$ cat config.mk
export PLATFORM = sky130hd
export DESIGN_NAME = tcs_serial_comparator
export DESIGN_NICKNAME = d
export VERILOG_FILES = /design/src/rtl/tcs_serial_comparator.sv
export SDC_FILE = /design/constraint.sdc
export NUM_CORES = 1
export LEC_CHECK = 0
export BUFFER_PORTS_ARGS = -buffer_cell sky130_fd_sc_hd__buf_2
export CORE_MARGIN = 2
export CORE_UTILIZATION = 45
export DETAILED_ROUTE_END_ITERATION = 8
export HOLD_SLACK_MARGIN = 0.03
export PLACE_DENSITY = 0.67
export SLEW_MARGIN = 10
export SYNTH_ARGS = -nofsm -noshare
export SYNTH_HDL_FRONTEND = slang
export SYNTH_SLANG_ARGS = --single-unit
$ cat constraint.sdc
create_clock -name clk -period 6.2 [get_ports clk]
set_clock_uncertainty 0.1 [all_clocks]
set_input_delay 0.62 -clock clk [delete_from_list [all_inputs] [get_ports clk]]
set_output_delay 0.62 -clock clk [all_outputs]
set_load 0.01 [all_outputs]
$ cat src/rtl/tcs_serial_comparator.sv
// Digit-serial magnitude comparator (unsigned / two's complement), MSB digit first.
// Optional macro TCS_CMP_EARLY_EXIT_EN ends the scan on the first differing digit.
module tcs_serial_comparator #(
  parameter int WIDTH = 16,
  parameter int DIGIT = 4
) (
  input  logic             clk,
  input  logic             reset,
  input  logic             start,
  input  logic             signed_mode,
  input  logic [WIDTH-1:0] a,
  input  logic [WIDTH-1:0] b,
  output logic             busy,
  output logic             done,
  output logic             eq,
  output logic             gt,
  output logic             lt
);

  localparam int N     = WIDTH / DIGIT;
  localparam int IDX_W = (N > 1) ? $clog2(N) : 1;
  localparam logic [IDX_W-1:0] IDX_TOP   = IDX_W'(N - 1);
  localparam logic [WIDTH-1:0] SIGN_MASK = {1'b1, {(WIDTH-1){1'b0}}};

  typedef enum logic [1:0] {ST_IDLE, ST_SCAN, ST_DONE} state_e;

  state_e             state_q, state_d;
  logic [IDX_W-1:0]   idx_q, idx_d;
  logic [WIDTH-1:0]   a_q, a_d, b_q, b_d;
  logic               mode_q, mode_d;
  logic               busy_q, busy_d;
  logic               done_q, done_d;
  logic               eq_q, eq_d, gt_q, gt_d, lt_q, lt_d;
`ifndef TCS_CMP_EARLY_EXIT_EN
  // First (MSB-most) differing digit and its direction, kept while the scan runs on.
  logic               found_q, found_d;
  logic               found_gt_q, found_gt_d;
  logic               any_diff, res_gt;
`endif

  logic [WIDTH-1:0]   a_cmp, b_cmp;
  logic [DIGIT-1:0]   dig_a, dig_b;

  // Flipping the sign bit maps two's-complement order onto unsigned order.
  assign a_cmp = mode_q ? (a_q ^ SIGN_MASK) : a_q;
  assign b_cmp = mode_q ? (b_q ^ SIGN_MASK) : b_q;
  assign dig_a = a_cmp[int'(idx_q)*DIGIT +: DIGIT];
  assign dig_b = b_cmp[int'(idx_q)*DIGIT +: DIGIT];

  // NOTE: every always_comb output is given a default first so no latch is inferred.
  always_comb begin
    state_d = state_q;
    idx_d   = idx_q;
    a_d     = a_q;
    b_d     = b_q;
    mode_d  = mode_q;
    eq_d    = eq_q;
    gt_d    = gt_q;
    lt_d    = lt_q;
`ifndef TCS_CMP_EARLY_EXIT_EN
    found_d    = found_q;
    found_gt_d = found_gt_q;
    any_diff   = found_q || (dig_a != dig_b);
    res_gt     = found_q ? found_gt_q : (dig_a > dig_b);
`endif

    case (state_q)
      ST_IDLE, ST_DONE: begin
        state_d = ST_IDLE;
        if (start) begin
          a_d     = a;
          b_d     = b;
          mode_d  = signed_mode;
          idx_d   = IDX_TOP;
          state_d = ST_SCAN;
`ifndef TCS_CMP_EARLY_EXIT_EN
          found_d    = 1'b0;
          found_gt_d = 1'b0;
`endif
        end
      end

      ST_SCAN: begin
`ifdef TCS_CMP_EARLY_EXIT_EN
        if (dig_a != dig_b) begin
          eq_d    = 1'b0;
          gt_d    = (dig_a > dig_b);
          lt_d    = (dig_a < dig_b);
          state_d = ST_DONE;
        end else if (idx_q == '0) begin
          eq_d    = 1'b1;
          gt_d    = 1'b0;
          lt_d    = 1'b0;
          state_d = ST_DONE;
        end else begin
          idx_d = idx_q - IDX_W'(1);
        end
`else
        if (!found_q && (dig_a != dig_b)) begin
          found_d    = 1'b1;
          found_gt_d = (dig_a > dig_b);
        end
        if (idx_q == '0) begin
          eq_d    = !any_diff;
          gt_d    = any_diff && res_gt;
          lt_d    = any_diff && !res_gt;
          state_d = ST_DONE;
        end else begin
          idx_d = idx_q - IDX_W'(1);
        end
`endif
      end

      default: state_d = ST_IDLE;
    endcase

    busy_d = (state_d == ST_SCAN);
    done_d = (state_d == ST_DONE);
  end

  // NOTE: sequential state uses non-blocking assignments so all flops update together.
  // NOTE: operand registers are reset too, so the block leaves reset in a fully known state.
  always_ff @(posedge clk or negedge reset) begin
    if (!reset) begin
      state_q <= ST_IDLE;
      idx_q   <= '0;
      a_q     <= '0;
      b_q     <= '0;
      mode_q  <= 1'b0;
      busy_q  <= 1'b0;
      done_q  <= 1'b0;
      eq_q    <= 1'b0;
      gt_q    <= 1'b0;
      lt_q    <= 1'b0;
`ifndef TCS_CMP_EARLY_EXIT_EN
      found_q    <= 1'b0;
      found_gt_q <= 1'b0;
`endif
    end else begin
      state_q <= state_d;
      idx_q   <= idx_d;
      a_q     <= a_d;
      b_q     <= b_d;
      mode_q  <= mode_d;
      busy_q  <= busy_d;
      done_q  <= done_d;
      eq_q    <= eq_d;
      gt_q    <= gt_d;
      lt_q    <= lt_d;
`ifndef TCS_CMP_EARLY_EXIT_EN
      found_q    <= found_d;
      found_gt_q <= found_gt_d;
`endif
    end
  end

  assign busy = busy_q;
  assign done = done_q;
  assign eq   = eq_q;
  assign gt   = gt_q;
  assign lt   = lt_q;

endmodule

==> results.py <==
metrics = {
    "final_layout": {
        "area_growth_pct": 15.7,
        "final_util_pct": 55.3,
        "final_net_count": 224,
        "antenna_cells": 0,
        "regArea_um2": 1100,
        "layout-drive-gt1-share_pct": 47.3,
        "fin_area_um2": 2460,
        "fillers": 382,
        "multi_input_area_um2": 937,
        "layoutNonFillerInstCount": 236,
    },
    "power_and_ir_drop": {
        "vdd_ir_drop_max_v": 0.000211,
        "power_density_nw_per_um2": 539,
        "cellLeakagePower_nw": 1.22,
    },
    "worst_setup_path": {
        "crit_path_start_kind": "flop",
        "critPathMaxStageDelay_ns": 0.71,
        "worstPathCellList": "mux4_2, ha_1, and4_1, nor2_1, nand2_1, mux2_1",
        "reg2reg_slack_ns": 3.59,
        "r2r-end": "found_gt_q",
        "worstSetupEndpointType": "flop",
        "cp_data_required_time_ns": 6.29,
        "r2r-start": "idx_q[0]",
        "worst-path-buf-inv": 0,
        "worstRegToRegCells": 6,
        "cp_slowest_cell": "dfrtp_1",
        "critPathArrivalTime_ns": 2.70,
        "path_delay_family": "multiplexers",
        "crit_fanout": 11,
        "critPathKind": "reg2reg",
    },
    "global_route": {
        "grt_overflow": 0,
        "grt_pass1_wl_mm": 6.07,
        "grt_max_degree": 45,
        "track_usage_pct": 15.0,
        "antenna_found_initial": 0,
        "grt_pass1_vias": 1327,
    },
    "synth": {
        "async_reset_ff_share_pct": 100,
        "synth_area_um2": 2120,
        "synth_edf_count": 0,
        "yosys-top-cells-area": "dfrtp_1, mux2_4, mux4_2",
        "synth_top_cell_area_share_pct": 51.9,
        "synth_cells": 141,
        "synth_most_common_cell": "dfrtp_1",
        "synth_top_area_cell": "dfrtp_1",
        "avgSynthCellArea_um2": 15.0,
        "ys_seq_area_share_pct": 51.9,
        "synth_cell_type_count": 28,
        "synth_flop_cell": "dfrtp_1",
        "synth_warnings": 0,
        "synth.cells.most_frequent": "dfrtp_1, mux2_4, inv_1, mux4_2",
        "synth-seq-cells": 44,
        "synth_fp_nets": 182,
    },
    "sta": {
        "finalCritPeriodShare_pct": 42.2,
        "worstMarginPinSlew_ns": 0.958,
        "setup_ws_ns": 3.59,
        "slew_viol_final": 0,
        "period_needed_ns": 2.61,
        "final-hold-violation-count": 0,
        "rsz0062_at_grt": "no",
        "fmax_mhz": 383,
        "setup_viol": 0,
        "slew_headroom_pct": 36.1,
        "setup_tns_ns": 0,
    },
    "cts": {
        "postCtsSetupRepairBufs": 0,
        "cts_tree": "done",
        "hold_buffers": 0,
        "cts_buffers": 5,
        "clockRootBuffer": "clkbuf_8",
        "clk_latency_ns": 0.30,
        "cts_sinks": 44,
        "ctsResizeCount": 0,
        "path_clk_slew_ns": 0.08,
        "htree_levels": 2,
        "clk_path_buf_depth": 2,
    },
    "floorplan": {
        "dieArea_um2": 5280,
        "fp.dieW_um": 72.7,
        "start_util_pct": 47.7,
        "core_area_um2": 4440,
        "die_h_um": 72.7,
        "ioPinCount": 41,
        "fp-row-count": 24,
    },
    "hold_path": {
        "holdCritPathClass": "in2async",
    },
    "placement": {
        "port_buffers": 40,
        "gp_congestion": 0.724,
        "dp_slack_ns": 3.58,
        "dp_cells": 228,
        "dpl_cell_area_um2": 2350,
        "dpl.hpwl_mm": 2.59,
    },
    "detailed_routing": {
        "drt-pass1-iter-count": 4,
        "wirelength_mm": 3.63,
        "vias_per_cell": 5.15,
        "detail-route-antenna-nets": 0,
        "drc_errors": 0,
        "wl_per_cell_um": 15.4,
        "num_vias": 1215,
        "initialDrtViolationCount": 56,
    },
    "job": {
        "drv_cap": 0,
    },
    "status": {
        "outcome": "completed",
    },
}
## metrics by stage
step           total power [mW]  hold slack (ns)
2_1_floorplan             0.997            0.224
3_3_place_gp               1.09            0.350
3_5_place_dp               1.12            0.365
4_1_cts                    1.34            0.385
5_1_grt                    1.43            0.404
6_report                   1.32            0.371
## how the worst max path moves through the flow
stage                     startpoint    endpoint  slack (ns)  cells past startpoint
after global placement      idx_q[0]  found_gt_q        3.65                      6
after global routing        idx_q[0]  found_gt_q        3.43                      6
after detailed placement    idx_q[0]  found_gt_q        3.58                      6
after floorplan             idx_q[0]  found_gt_q        3.82                      7
after CTS                   idx_q[0]  found_gt_q        3.56                      6
final                       idx_q[0]  found_gt_q        3.59                      6
## per-layer routing
layer	wire (um)	part of all wire, %	GRT usage, %	vias up
met5	0	0	0	-
li1	-	-	-	579
met3	148	4.1	4.56	8
met4	74	2.0	5.76	0
met1	1600	44	18.3	604
met2	1810	50	25.2	24
## layout by cell type (no fill, tap or decap), types with 2 or more instances in the layout
cell,count
mux2_1,7
a21oi_1,4
inv_1,9
mux2_4,27
ha_1,5
buf_2,40
o21ai_0,2
nor2_1,2
nand2_1,7
xor2_1,2
nor3_1,3
a21o_1,2
clkbuf_8,5
dfrtp_1,44
mux4_2,8
## power by group
group          internal, mW  switching, mW
Combinational         0.351          0.214
Sequential            0.429          0.114
Clock                 0.120         0.0964
## cell type report
type                            count  share of cell area, %
Multi-Input combinational cell     81                   38.2
Clock inverter                      2                   1.43
Clock buffer                        6                   2.95
Tap cell                           52                   2.65
Inverter                           10                   1.53
Sequential cell                    44                   44.8
Timing Repair Buffer               41                   8.46
## sequential cells by signal (all words and copies together), names as in the netlist, 2 cells and up
signal   count
a_q         16
b_q         16
idx_q        2
state_q      2
## kinds of logic (layout without fill, tap and decap cells)
kind of cell             after synthesis  in the layout  synth area share, %
XOR/XNOR                               3              3                 1.24
flip-flops                            44             44                 51.9
multiplexers                          42             42                 31.3
adder cells (fa/ha/maj)                5              5                 2.95
AND/OR/NAND/NOR                       20             20                 5.13
buffers and inverters                 16             59                 4.30
AO/OA/AOI/OAI                         11             11                 3.18
No activity file was read; power rests on OpenSTA's default activity.
